<file path="src/rtl/linked_list_reader.sv">
// ---------------------------------------------------------------------------
// linked_list_reader
//
// Walks a singly linked list stored in node RAM, starting at head_ptr, and
// streams each node's payload downstream over a valid/ready interface.
// Each RAM word is {next_ptr, payload}. A pointer of all ones is NULL and
// marks the end of the chain. A traversal stops after MAX_NODES nodes, which
// protects against cyclic or corrupt chains. If the chain still continues at
// that point, err is raised together with done.
//
// Ports
//   clk, rst     clock (rising edge); asynchronous active-high reset
//   start        one-cycle request, sampled only while idle
//   head_ptr     first node address, sampled with start
//   busy         high from the accepted start until the traversal ends
//   done         one-cycle pulse at the end of a traversal
//   err          valid with done: the node limit was hit on a non-NULL link
//   node_count   nodes emitted in this traversal, held until the next start
//   mem_rd_en    node RAM read strobe
//   mem_rd_addr  node RAM read address
//   mem_rd_data  {next_ptr, payload}, valid the cycle after mem_rd_en
//   out_valid    payload valid
//   out_data     node payload
//   out_last     high with out_valid on the final node
//   out_ready    downstream accept
// ---------------------------------------------------------------------------
module linked_list_reader #(
  parameter int ADDR_W    = 8,
  parameter int DATA_W    = 16,
  parameter int MAX_NODES = 255,
  parameter int CNT_W     = 8
) (
  input  logic                     clk,
  input  logic                     rst,
  input  logic                     start,
  input  logic [ADDR_W-1:0]        head_ptr,
  output logic                     busy,
  output logic                     done,
  output logic                     err,
  output logic [CNT_W-1:0]         node_count,
  output logic                     mem_rd_en,
  output logic [ADDR_W-1:0]        mem_rd_addr,
  input  logic [ADDR_W+DATA_W-1:0] mem_rd_data,
  output logic                     out_valid,
  output logic [DATA_W-1:0]        out_data,
  output logic                     out_last,
  input  logic                     out_ready
);

  localparam logic [ADDR_W-1:0] NULL_PTR = '1;
  // Count value held while the final permitted node is being emitted.
  localparam logic [CNT_W-1:0]  LAST_CNT = CNT_W'(MAX_NODES - 1);

  typedef enum logic [2:0] {
    S_IDLE,
    S_FETCH,
    S_WAIT,
    S_OUT,
    S_DONE
  } state_t;

  state_t              state_reg, state_next;
  logic [ADDR_W-1:0]   ptr_reg, ptr_next;
  logic [ADDR_W-1:0]   next_ptr_reg, next_ptr_next;
  logic [CNT_W-1:0]    count_reg, count_next;
  logic [DATA_W-1:0]   data_reg, data_next;
  logic                last_reg, last_next;
  logic                err_reg, err_next;

  // Split of the RAM word read back in WAIT.
  logic [ADDR_W-1:0]   rd_next_ptr;
  logic [DATA_W-1:0]   rd_payload;

  assign rd_next_ptr = mem_rd_data[ADDR_W+DATA_W-1:DATA_W];
  assign rd_payload  = mem_rd_data[DATA_W-1:0];

  // -------------------------------------------------------------------------
  // State and datapath registers
  // -------------------------------------------------------------------------
  always_ff @(posedge clk or posedge rst) begin
    if (rst) begin
      state_reg    <= S_IDLE;
      ptr_reg      <= '0;
      next_ptr_reg <= '0;
      count_reg    <= '0;
      data_reg     <= '0;
      last_reg     <= 1'b0;
      err_reg      <= 1'b0;
    end else begin
      state_reg    <= state_next;
      ptr_reg      <= ptr_next;
      next_ptr_reg <= next_ptr_next;
      count_reg    <= count_next;
      data_reg     <= data_next;
      last_reg     <= last_next;
      err_reg      <= err_next;
    end
  end

  // -------------------------------------------------------------------------
  // Next-state and datapath update
  // -------------------------------------------------------------------------
  always_comb begin
    state_next    = state_reg;
    ptr_next      = ptr_reg;
    next_ptr_next = next_ptr_reg;
    count_next    = count_reg;
    data_next     = data_reg;
    last_next     = last_reg;
    err_next      = err_reg;

    unique case (state_reg)
      S_IDLE: begin
        if (start) begin
          count_next = '0;
          err_next   = 1'b0;
          if (head_ptr == NULL_PTR) begin
            // Empty list: finish without touching memory.
            state_next = S_DONE;
          end else begin
            ptr_next   = head_ptr;
            state_next = S_FETCH;
          end
        end
      end

      S_FETCH: begin
        state_next = S_WAIT;
      end

      S_WAIT: begin
        next_ptr_next = rd_next_ptr;
        data_next     = rd_payload;
        // Last is decided here so it can be presented together with the
        // payload: either the chain ends or the node limit is reached.
        last_next     = (rd_next_ptr == NULL_PTR) || (count_reg == LAST_CNT);
        state_next    = S_OUT;
      end

      S_OUT: begin
        if (out_ready) begin
          count_next = count_reg + CNT_W'(1);
          if (last_reg) begin
            // A last node with a live link can only mean the limit was hit.
            err_next   = (next_ptr_reg != NULL_PTR);
            state_next = S_DONE;
          end else begin
            ptr_next   = next_ptr_reg;
            state_next = S_FETCH;
          end
        end
      end

      S_DONE: begin
        state_next = S_IDLE;
      end

      default: begin
        state_next = S_IDLE;
      end
    endcase
  end

  // -------------------------------------------------------------------------
  // Outputs, decoded from the registered state so that reset clears them
  // immediately.
  // -------------------------------------------------------------------------
  always_comb begin
    busy        = (state_reg == S_FETCH) || (state_reg == S_WAIT) ||
                  (state_reg == S_OUT);
    done        = (state_reg == S_DONE);
    err         = (state_reg == S_DONE) && err_reg;
    node_count  = count_reg;
    mem_rd_en   = (state_reg == S_FETCH);
    mem_rd_addr = (state_reg == S_FETCH) ? ptr_reg : '0;
    out_valid   = (state_reg == S_OUT);
    out_data    = data_reg;
    out_last    = (state_reg == S_OUT) && last_reg;
  end

endmodule

</file>
<file path="config.mk">
export PLATFORM = sky130hd
export DESIGN_NAME = linked_list_reader
export DESIGN_NICKNAME = d
export VERILOG_FILES = /design/src/rtl/linked_list_reader.sv
export SDC_FILE = /design/constraint.sdc
export NUM_CORES = 1
export LEC_CHECK = 0
export ABC_AREA = 1
export CORE_MARGIN = 2
export CORE_UTILIZATION = 56
export CTS_CLUSTER_DIAMETER = 30
export DETAILED_ROUTE_END_ITERATION = 8
export DONT_BUFFER_PORTS = 1
export GPL_TIMING_DRIVEN = 0
export HOLD_SLACK_MARGIN = 0.06
export PLACE_DENSITY = 0.81
export SLEW_MARGIN = 30
export SYNTH_ARGS = -nofsm -noshare
export SYNTH_HDL_FRONTEND = slang
export SYNTH_SLANG_ARGS = --single-unit
</file>
<file path="constraint.sdc">
create_clock -name clk -period 1.6 [get_ports clk]
set_clock_uncertainty 0.2 [all_clocks]
set_input_delay 0.16 -clock clk [delete_from_list [all_inputs] [get_ports clk]]
set_output_delay 0.16 -clock clk [all_outputs]
set_load 0.005 [all_outputs]
</file>
* After elaboration in Yosys (flattened, before gate mapping) *
Index checks and enable logic that the tools add are counted.

storage, ports and cells
  register bits = 45
  word-level logic and storage cells = 50

cells by class
  add/sub/neg operators = 1
  equal/unequal tests = 13
  multiplexer cells = 18
  reduce and logical (&&, ||, !) cells = 11

operator list
  operator                                               count
  2-to-1 mux 8 bit                                       7
  case mux 8 bit (2 select lines)                        2
  equality test 8 bit, second input constant             3
  2-to-1 mux 3 bit                                       4
  case mux 3 bit (4 select lines)                        1
  adder 8 x 1 -> 8 bit, second input constant            1
  inequality test 8 bit, second input constant           1
  equality test 3 x 2 -> 1 bit, second input constant    2
  inequality test 2 bit, second input constant           3
  AND reduction 5 bit                                    1
  inequality test 2 x 1 -> 1 bit, second input constant  2
  AND reduction 4 bit                                    1
  equality test 3 x 1 -> 1 bit, second input constant    1
  equality test 3 bit, second input constant             1
  logical NOT 3 bit                                      1
  logical OR 1 bit                                       3
  2-to-1 mux 1 bit                                       3
  AND reduction 3 bit                                    1
  logical AND 1 bit                                      2
  case mux 1 bit (2 select lines)                        1
  AND reduction 2 bit                                    1
  nonzero test 2 bit                                     1

* Longest topological paths before layout *
  depth in word-level cells = 4
  depth in mapped cells = 8
  gate-level depth less buffers = 8

* Least setup slack after synthesis *
No wires, ideal clock.

  kind = register to register
  from = register state_reg[2]
  to = register ptr_reg[0]
  arrival time = 1.295 ns
  required time = 1.334 ns
  path slack = 0.038 ns
  cell stages (with the launch flop) = 8
  path buffers = 0
  cell sequence = dfrtp_1 inv_2 nand3_2 nor2_1 inv_1 nand2_1 o21bai_1 nand2_1

on the way
  longest elaborated chain between the ends = 3
  elaborated cells between the ends (all ways) = 9
  classes of those cells = eq/ne (5); mux (1); reduce/logical (3)

RTL lines
  item                                                                      RTL line  RTL
  from (decl)                                                               62        state_t state_reg, state_next;
  from (signal assigned)                                                    90        state_reg <= state_next;
  equality test 3 x 2 -> 1 bit / logical NOT 3 bit (equally long branches)  112       unique case (state_reg)
  inequality test 2 bit (no line), or another cell as far along             -
  AND reduction 5 bit (no line)                                             -
  to (signal assigned)                                                      91        ptr_reg <= ptr_next;
  to (decl)                                                                 63        logic [ADDR_W-1:0] ptr_reg, ptr_next;

Several ways; a longest one is shown, not always the timed one.
A chain may end at the register's enable or synchronous reset.

* Worst setup path in the final report *
  from = register state_reg[2]
  to = output port mem_rd_addr[7]

on the way
  longest elaborated chain between the ends = 2

RTL lines
  item                          RTL line  RTL
  equality test 3 x 1 -> 1 bit  -
  net mem_rd_en                 41        output logic mem_rd_en,
  2-to-1 mux 8 bit              175       mem_rd_addr = (state_reg == S_FETCH) ? ptr_reg : '0;
  to (decl)                     42        output logic [ADDR_W-1:0] mem_rd_addr,

The timed path passes the listed nets, and every way through them passes these cells.

==> results.yml <==
run_status:
  outcome: "finished, violations left"
  violations: "negative setup slack"
cells_and_area:
  drive_gt1_frac: 0.197
  ff_latch_area_mm2: 0.00113
  area_growth_pct: 37.3
  multi_input_area_mm2: 0.00109
  fill_cells: 251
  num-nets-final: 392
  antennaDiodeCount: 0
  largest_reg_flops: 16
  instances_no_fill: 405
power_and_ir_drop:
  p_int_mw: 3.23
  p_comb_frac: 0.503
  ir_drop_mv: 0.888
  power.density_mw_per_mm2: 1830
  power.share.sequential: 0.345
  p_sw_frac: 0.431
  leakage_nw: 1.56
  p_switching_mw: 2.44
  clock_power_share: 0.152
  fin_total_pwr_mw: 5.67
global_routing:
  overflow: 0
  first_global_vias: 2186
  grt_start_max_net_pins: 32
  grtUsageTotal: 0.292
  antenna_found_initial: 0
  grt_pass1_wl_um: 9870
yosys:
  synth_fp_nets: 333
  avgSynthCellArea_um2: 7.67
  synth_edf_count: 0
  synthArstFlopShare: 1.00
  syn_area_mm2: 0.00226
  synth-seq-cells: 45
  synthCells: 295
  ys_seq_area_frac: 0.498
  ys_types: 28
  yosys_warnings: 0
  synth_flop_cell: "dfrtp_1"
clock_network:
  clock-sinks: 45
  tritoncts: "done"
  htree_levels: 2
  path_clk_slew_ps: 90
  clockBufferDepth: 2
  clkLatencyLatePin_ps: 300
  cts_buffers: 5
  clock-root-buffer: "clkbuf_8"
timing:
  worst_pin_slew_ps: 312
  rsz0062_at_grt: "true"
  max_clock_freq_mhz: 577
  setup_viol: 24
  slew_headroom: 0.790
  hold_viol_final: 0
  setup_slack_ps: -132
  fin_crit_sh: 1.08
  min_period_ps: 1730
  drv_slew: 0
  hold-worst-slack_ps: 54.6
floorplanning:
  fp.dieH_um: 67.6
  rows: 23
  num_io_pins: 74
  design.core.area_mm2: 0.00394
  dieWidth_um: 67.6
  initial_core_util: 0.574
  die-area_mm2: 0.00456
detailed_routing:
  wl_per_cell_um: 16.0
  num_vias: 2216
  drtAntennaViolNets: 0
  first_pass_iters: 5
  drcViolationCount: 0
  drtIter0Drc: 290
  wirelength_um: 6470
  viasPerCell: 5.47
min_path:
  hold_class: "in -> async"
setup_path:
  crit_required_ps: 1240
  critical_path_class: "reg -> out"
  cp-start-kind: "flip-flop"
  worst-path-max-fanout: 5
  r2r-start: "state_reg[2]"
  reg2reg_depth: 8
  setup.worst_path.end_class: "output port"
  regToRegEndpoint: "ptr_reg[7]"
  rrSetupSlack_ps: -100
  crit_arrival_ps: 1370
place:
  post-place-cells: 346
  post-place-ws_ps: -283
  port_buffers: 0
  gp_congestion: 0.895
  dpl.hpwl_um: 3490
flow_run:
  drv_cap: 0
## power by group through the flow
stage | registers (mW) | clock network, mW | logic, mW
after floorplan | 1.85 | 0 | 1.55
after CTS | 1.92 | 0.866 | 2.50
after global routing | 2.00 | 0.930 | 3.16
after detailed placement | 1.92 | 0 | 1.95
after global placement | 1.92 | 0 | 1.87
final | 1.95 | 0.863 | 2.85
## cell families (layout without fill, tap and decap cells)
kind of cell             Yosys count  after routing  synth area share
AND/OR/NAND/NOR                  175            176             0.329
flip-flops                        45             45             0.498
adder cells (fa/ha/maj)            2              2            0.0111
buffers and inverters             41            100            0.0747
XOR/XNOR                           2              2           0.00774
AO/OA/AOI/OAI                     30             30            0.0796
## cell usage after synthesis, drive strengths merged (2+ instances only)
library cell / number / area (um2)
nand3: 22 / 128
buf: 3 / 23.8
xor2: 2 / 17.5
nand2: 120 / 460
nor2: 24 / 100
clkbuf: 5 / 18.8
o21bai: 8 / 60.1
inv: 32 / 123
dfrtp: 45 / 1130
ha: 2 / 25.0
o21ai: 21 / 113
nand4: 6 / 37.5
## per-layer routing
metal,wire (um),global-route usage,part of all wire,vias to the layer above
li1,-,-,-,1038
met5,0,0,0,-
met3,584,0.0900,0.090,19
met1,2450,0.352,0.38,1026
met4,147,0.102,0.023,0
met2,3280,0.494,0.51,133
## cell usage in the layout, fill, tap and decap left out, drive strengths merged, types with 2 or more instances in the layout
cell and instances:
o21bai 8, inv 32, clkbuf 10, dlygate4sd3 35, clkinv 2, dfrtp 45, buf 20, nand4 6
ha 2, nand3 22, o21ai 21, nand2 120, nor2 25, xor2 2
## final cells by class
| type | count | share of cell area |
|---|---|---|
| repair buffers | 52 | 0.167 |
| well taps | 50 | 0.0201 |
| flip-flops and latches | 45 | 0.364 |
| multi-input cells | 210 | 0.353 |
| inverters | 33 | 0.0423 |
| plain buffers | 7 | 0.0185 |
| clock inverters | 2 | 0.0125 |
| clock buffers | 6 | 0.0234 |
## through the flow
stage          setup TNS, ps  utilization  instance area (um2)
4_1_cts                -1380        0.758                 2990
5_1_grt                -3360        0.788                 3110
3_5_place_dp           -5480        0.595                 2340
2_1_floorplan              0            -                 2260
3_3_place_gp          -14510        0.590                 2320
6_report               -1860        0.788                 3110
## critical path, cell delays in order (launching register included)
cell      delay (ps)
dfrtp_2          470
nor3_4           270
clkinv_4          90
buf_6            150
nor2_2            90
## timing repair
item	in CTS	in global routing
pin swaps	4	2
resized for setup	30	28
buffers inserted	12	4
endpoints found under the setup margin	54	54
hold buffers	34	1
hold endpoints to repair	82	1
gates cloned	1	0
## worst max path at each step
stage | startpoint | depth (start not counted) | slack, ps | to
floorplan | state_reg[2] | 7 | 40 | ptr_reg[0]
global placement | state_reg[2] | 7 | -240 | ptr_reg[2]
detailed placement | state_reg[2] | 7 | -280 | ptr_reg[3]
CTS | state_reg[1] | 4 | -100 | mem_rd_addr[2]
global route | state_reg[2] | 4 | -190 | mem_rd_addr[7]
finish | state_reg[2] | 4 | -130 | mem_rd_addr[7]
Power figures use the tool's default switching activity.
